File: config.mk
export PLATFORM = sky130hd
export DESIGN_NAME = bus_decoder
export DESIGN_NICKNAME = d
export VERILOG_FILES = /design/src/rtl/tk1_mem_map_pkg.sv /design/src/rtl/bus_timeout.sv /design/src/rtl/bus_decoder.sv
export SDC_FILE = /design/constraint.sdc
export NUM_CORES = 1
export LEC_CHECK = 0
export CAP_MARGIN = 15
export CORE_AREA = 5 5 157 159
export CTS_CLUSTER_SIZE = 30
export DETAILED_ROUTE_END_ITERATION = 10
export DIE_AREA = 0 0 162 164
export SKIP_CTS_REPAIR_TIMING = 1
export SLEW_MARGIN = 20
export SYNTH_ARGS = -nofsm -noshare
export SYNTH_HDL_FRONTEND = slang
export SYNTH_SLANG_ARGS = --single-unit
File: constraint.sdc
create_clock -name clk -period 4 [get_ports clk]
set_input_delay 0.8 -clock clk [delete_from_list [all_inputs] [get_ports clk]]
set_output_delay 0.8 -clock clk [all_outputs]
set_load 0.03 [all_outputs]
File: src/rtl/tk1_mem_map_pkg.sv
// Memory-map constants shared by the CPU bus decoder: address prefixes,
// trap response word, default target decode tables and FSM state encodings.
package tk1_mem_map_pkg;

    localparam logic [1:0] ROM_AREA      = 2'b00;
    localparam logic [1:0] RAM_AREA      = 2'b01;
    localparam logic [1:0] RESERVED_AREA = 2'b10;
    localparam logic [1:0] MMIO_AREA     = 2'b11;

    localparam logic [7:0] ROM_PREFIX    = 8'h00;
    localparam logic [7:0] RAM_PREFIX    = 8'h40;
    localparam logic [7:0] TRNG_PREFIX   = 8'hc0;
    localparam logic [7:0] TIMER_PREFIX  = 8'hc1;
    localparam logic [7:0] UDS_PREFIX    = 8'hc2;
    localparam logic [7:0] UART_PREFIX   = 8'hc3;
    localparam logic [7:0] TOUCH_PREFIX  = 8'hc4;
    localparam logic [7:0] FW_RAM_PREFIX = 8'hd0;
    localparam logic [7:0] TK1_PREFIX    = 8'hff;

    localparam logic [31:0] ILLEGAL_INSTRUCTION = 32'h0000_0000;

    // Target 0 sits in the least significant byte.
    localparam logic [71:0] DEFAULT_TGT_MATCH = {
        TK1_PREFIX, FW_RAM_PREFIX, TOUCH_PREFIX, UART_PREFIX, UDS_PREFIX,
        TIMER_PREFIX, TRNG_PREFIX, RAM_PREFIX, ROM_PREFIX
    };
    localparam logic [71:0] DEFAULT_TGT_MASK = {{7{8'hff}}, 8'hc0, 8'hc0};

    localparam logic [1:0] ST_IDLE = 2'd0;
    localparam logic [1:0] ST_WAIT = 2'd1;
    localparam logic [1:0] ST_RESP = 2'd2;

endpackage

File: src/rtl/bus_timeout.sv
// Wait-cycle counter for the bus decoder; only instantiated when
// BUS_DECODER_TIMEOUT_EN is defined. Count restarts at 0 on every WAIT entry.
module bus_timeout #(
    parameter int LIMIT = 255
) (
    input  logic clk,
    input  logic reset_n,
    input  logic count_en,
    output logic expired
);

    logic [15:0] count;

    always_ff @(posedge clk) begin
        if (!reset_n) begin
            count <= '0;
        end else if (!count_en) begin
            count <= '0;
        end else if (count != 16'hffff) begin
            count <= count + 16'd1;
        end
    end

    assign expired = count_en && (count == 16'(LIMIT));

endmodule

File: src/rtl/bus_decoder.sv
// CPU bus decoder: address-prefix target select, ready/trap/error response FSM.
// Optional wait timeout enabled with BUS_DECODER_TIMEOUT_EN.
//
// state   | meaning
// IDLE    | no access outstanding, decode a new cpu_valid
// WAIT    | selected target not yet ready, keep tgt_cs asserted
// RESP    | one-cycle cpu_ready pulse, all tgt_cs low
module bus_decoder
    import tk1_mem_map_pkg::*;
#(
    parameter int NUM_TARGETS = 9,
    parameter logic [NUM_TARGETS*8-1:0] TGT_MATCH = DEFAULT_TGT_MATCH,
    parameter logic [NUM_TARGETS*8-1:0] TGT_MASK  = DEFAULT_TGT_MASK,
    parameter int TIMEOUT_CYCLES = 255
) (
    input  logic                      clk,
    input  logic                      reset_n,
    input  logic                      cpu_valid,
    input  logic [31:0]               cpu_addr,
    input  logic [3:0]                cpu_wstrb,
    input  logic                      force_trap,
    output logic                      cpu_ready,
    output logic [31:0]               cpu_rdata,
    output logic [NUM_TARGETS-1:0]    tgt_cs,
    output logic [3:0]                tgt_we,
    input  logic [NUM_TARGETS*32-1:0] tgt_rdata,
    input  logic [NUM_TARGETS-1:0]    tgt_ready,
    output logic                      bus_error,
    output logic [31:0]               err_addr
);

    logic [1:0]  state;
    logic        hit;
    logic [3:0]  sel;
    logic        sel_ready;
    logic [31:0] sel_rdata;
    logic        active;
    logic        timeout_hit;

    // Descending scan so the lowest matching index is the one left in sel.
    always_comb begin
        hit = 1'b0;
        sel = '0;
        for (int i = NUM_TARGETS - 1; i >= 0; i--) begin
            if ((cpu_addr[31:24] & TGT_MASK[i*8 +: 8]) ==
                (TGT_MATCH[i*8 +: 8] & TGT_MASK[i*8 +: 8])) begin
                hit = 1'b1;
                sel = 4'(i);
            end
        end
    end

    assign sel_ready = tgt_ready[sel];
    assign sel_rdata = tgt_rdata[sel*32 +: 32];
    assign active    = cpu_valid && ((state == ST_IDLE) || (state == ST_WAIT));

    always_comb begin
        tgt_cs = '0;
        if (reset_n && active && !force_trap && hit) begin
            tgt_cs[sel] = 1'b1;
        end
    end

    assign tgt_we = (|tgt_cs) ? cpu_wstrb : 4'h0;

`ifdef BUS_DECODER_TIMEOUT_EN
    logic expired;

    bus_timeout #(
        .LIMIT (TIMEOUT_CYCLES)
    ) u_bus_timeout (
        .clk      (clk),
        .reset_n  (reset_n),
        .count_en (state == ST_WAIT),
        .expired  (expired)
    );

    assign timeout_hit = expired;
`else
    assign timeout_hit = 1'b0;
`endif

    // Response priority: trap, unmapped, target ready, timeout.
    always_ff @(posedge clk) begin
        if (!reset_n) begin
            state     <= ST_IDLE;
            cpu_ready <= 1'b0;
            cpu_rdata <= '0;
            bus_error <= 1'b0;
            err_addr  <= '0;
        end else begin
            cpu_ready <= 1'b0;
            bus_error <= 1'b0;
            case (state)
                ST_IDLE, ST_WAIT: begin
                    if (!cpu_valid) begin
                        state <= ST_IDLE;
                    end else if (force_trap) begin
                        cpu_rdata <= ILLEGAL_INSTRUCTION;
                        cpu_ready <= 1'b1;
                        state     <= ST_RESP;
                    end else if (!hit || timeout_hit) begin
                        if (hit && sel_ready) begin
                            cpu_rdata <= sel_rdata;
                        end else begin
                            cpu_rdata <= '0;
                            bus_error <= 1'b1;
                            err_addr  <= cpu_addr;
                        end
                        cpu_ready <= 1'b1;
                        state     <= ST_RESP;
                    end else if (sel_ready) begin
                        cpu_rdata <= sel_rdata;
                        cpu_ready <= 1'b1;
                        state     <= ST_RESP;
                    end else begin
                        state <= ST_WAIT;
                    end
                end
                ST_RESP: state <= ST_IDLE;
                default: state <= ST_IDLE;
            endcase
        end
    end

endmodule

==> flow_summary.yaml <==
placement:
  place.gp.congestion: 0.8473
  hpwl_um: 21990
  placed_area_um2: 9034
  dp_cells: 1292
  port_buffers: 415
sta:
  hold_slack_ns: 0.4549
  slew_headroom_pct: 32.57
  rsz0062_at_grt: "no"
  finalHoldViolations: 0
  clock.fmax_mhz: 273.0
  setup_viol: 0
  clock_skew_ns: 0.004161
  worstMarginPinSlew_ns: 1.012
  fin_crit_ns: 3.663
  period_share_pct: 91.58
  setup_tns_ns: 0
  slew_violations: 0
setup_path:
  rrSetupSlack_ns: 1.98
  r2r_cells: 5
  critPathMaxFanout: 12
  cp-start-kind: "input pin"
  cpPeakStageDelay_ns: 0.77
  rr_endpoint: "err_addr[2]"
  timing.critical_path.buf_inv: 2
  critPathArrivalTime_ns: 2.86
  endpoint_kind: "output pin"
  cp_slowest_cell: "clkdlybuf4s50_1"
  cp_top_family: "simple AND/OR/NAND/NOR gates"
  path_cells: "clkdlybuf4s50_1, nand2_1, or3_2, nand3_1, and3_1, buf_4"
  cp.required_ns: 3.20
  crit_type: "input pin to output pin"
  r2r_start: "cpu_ready"
yosys:
  ys_warn_count: 0
  netlist.area_leader.share_pct: 29.24
  ys_ff_latch: 66
  synth_area_um2: 4519
  synth_most_common_cell: "nor2_1"
  seq_area_frac_synth_pct: 29.24
  async_reset_ff_share_pct: 0
  ys.flop_type: "dfxtp_1"
  syn-num-nets: 954
  synth_common_cells: "nor2_1, nand2_1, dfxtp_1, o22ai_1, o221ai_1"
  synth_top_area_cell: "dfxtp_1"
  synth_edf_count: 0
  yosysUniqueCellTypes: 46
  synth_cells: 617
  synthTopCellsByArea: "dfxtp_1, o221ai_1, nor2_1"
  avgSynthCellArea_um2: 7.325
pwr:
  p_total_mw: 2.180
  vdd_drop_max_mv: 0.1707
  p_seq_share_pct: 31.6
  internal_power_mw: 1.531
  p_sw_share_pct: 29.77
  leakagePower_nw: 3.319
  p_switching_mw: 0.6491
  pwr-share-comb_pct: 31.5
  p_clk_share_pct: 36.8
  power_density_nw_per_um2: 233.5
cells_and_area:
  n_fill_cell: 2375
  syn_to_final_growth_pct: 106.6
  design_area_um2: 9335
  nNetsFinal: 1350
  layout-drive-gt1-share_pct: 7.466
  multi_input_area_um2: 2925
  seq_area_um2: 1321
  layout.cells.non_filler: 1313
die:
  rows: 56
  io_pins: 416
  die_w_um: 162
  die_area_um2: 26570
  die_h_um: 164
  start_util_pct: 19.55
  core_um2: 23120
route:
  via_per_inst: 4.859
  drt_iter0_drc: 251
  wl_per_cell_um: 21.53
  dr.pass1.iters: 4
  drt-total-wl_um: 28280
  antenna_left: 0
  vias: 6380
  drc_errors: 0
grt:
  gr-usage-all-layers_pct: 20.03
  gr-total-overflow: 0
  antenna_found_initial: 6
  grt_max_degree: 67
  grt_pass1_wl_um: 40290
  grt_pass1_vias: 6430
cts:
  cts_tree: "done"
  h-tree-depth: 3
  cts_sinks: 66
  cts_max_path_buffers: 2
  numCtsBuffers: 9
  cts_root_buffer: "clkbuf_16"
  clock_latency_ns: 0.34
  path_clk_slew_ns: 0.07
min_path:
  hold_depth: 2
  whs_endpoint: "err_addr[6]"
  hold_class: "flop to flop"
  min_from: "err_addr[6]"
outcome:
  status: "completed"
flow_run:
  max_cap_violations: 0
-- cell usage in the layout, fill, tap and decap left out, types with 5 or more instances in the layout --
cell	count
clkdlybuf4s50_1	402
diode_2	5
buf_12	5
dfxtp_1	66
mux2i_1	33
buf_4	37
nor4_1	33
a21boi_0	27
nor2_1	107
o221ai_1	62
clkbuf_16	9
nand2_1	101
o22ai_1	64
-- kinds of logic after synthesis --
logic type	share of synthesized area, %
buffers and inverters	6.644
XOR/XNOR	0.3877
flip-flops	29.24
AND/OR/NAND/NOR	26.80
multiplexers	7.309
AO/OA/AOI/OAI	29.62
-- registers in the layout, summed over array words and instances, names as in the netlist --
register,flops
cpu_ready,1
cpu_rdata,32
err_addr,32
bus_error,1
-- per-layer routing --
metal | part of all wire, % | track usage, %
met1 | 41 | 24.74
met2 | 50 | 34.17
met3 | 7.5 | 5.395
met4 | 1.6 | 6.113
met5 | 0.046 | 0
-- power by group through the flow --
stage          sequential, mW  combinational [mW]  clock, mW
2_1_floorplan           0.747               0.189          0
3_3_place_gp            0.704               0.689          0
3_5_place_dp            0.705               0.689          0
4_1_cts                 0.690               0.693      0.836
5_1_grt                 0.692               0.732      0.853
6_report                0.690               0.688      0.803
-- worst register-to-register path: stages, from the launching register on --
cell	delay, ns
dfxtp_1	0.31
nand2b_1	0.22
nor3_2	0.78
buf_4	0.40
nand2_1	0.08
a21boi_0	0.15
-- worst max-delay path by stage --
stage | start | endpoint | depth (start not counted)
after detailed placement | cpu_addr[30] | tgt_cs[1] | 7
after CTS | cpu_addr[30] | tgt_cs[1] | 7
after floorplan | cpu_addr[24] | tgt_cs[4] | 7
after global placement | cpu_addr[29] | tgt_cs[1] | 7
final | cpu_addr[28] | tgt_we[3] | 6
after global routing | cpu_addr[28] | tgt_we[3] | 6
-- per-stage QoR --
step                util (%)  setup slack (ns)
floorplan                  -            0.7183
global placement       39.07            0.1224
detailed placement     39.07            0.1897
CTS                    40.31            0.1733
global route           40.36            0.2159
finish                 40.37            0.3367
-- area by class of cell --
type / count / share of cell area [%]
antenna: 5 / 0.1340
multi-input combinational: 488 / 31.34
tap: 290 / 3.887
inverter: 2 / 0.08042
clock inverter: 7 / 0.6567
sequential: 66 / 14.15
clock buffer: 9 / 2.413
timing repair buffer: 446 / 47.34
(Power assumes the default switching activity.)
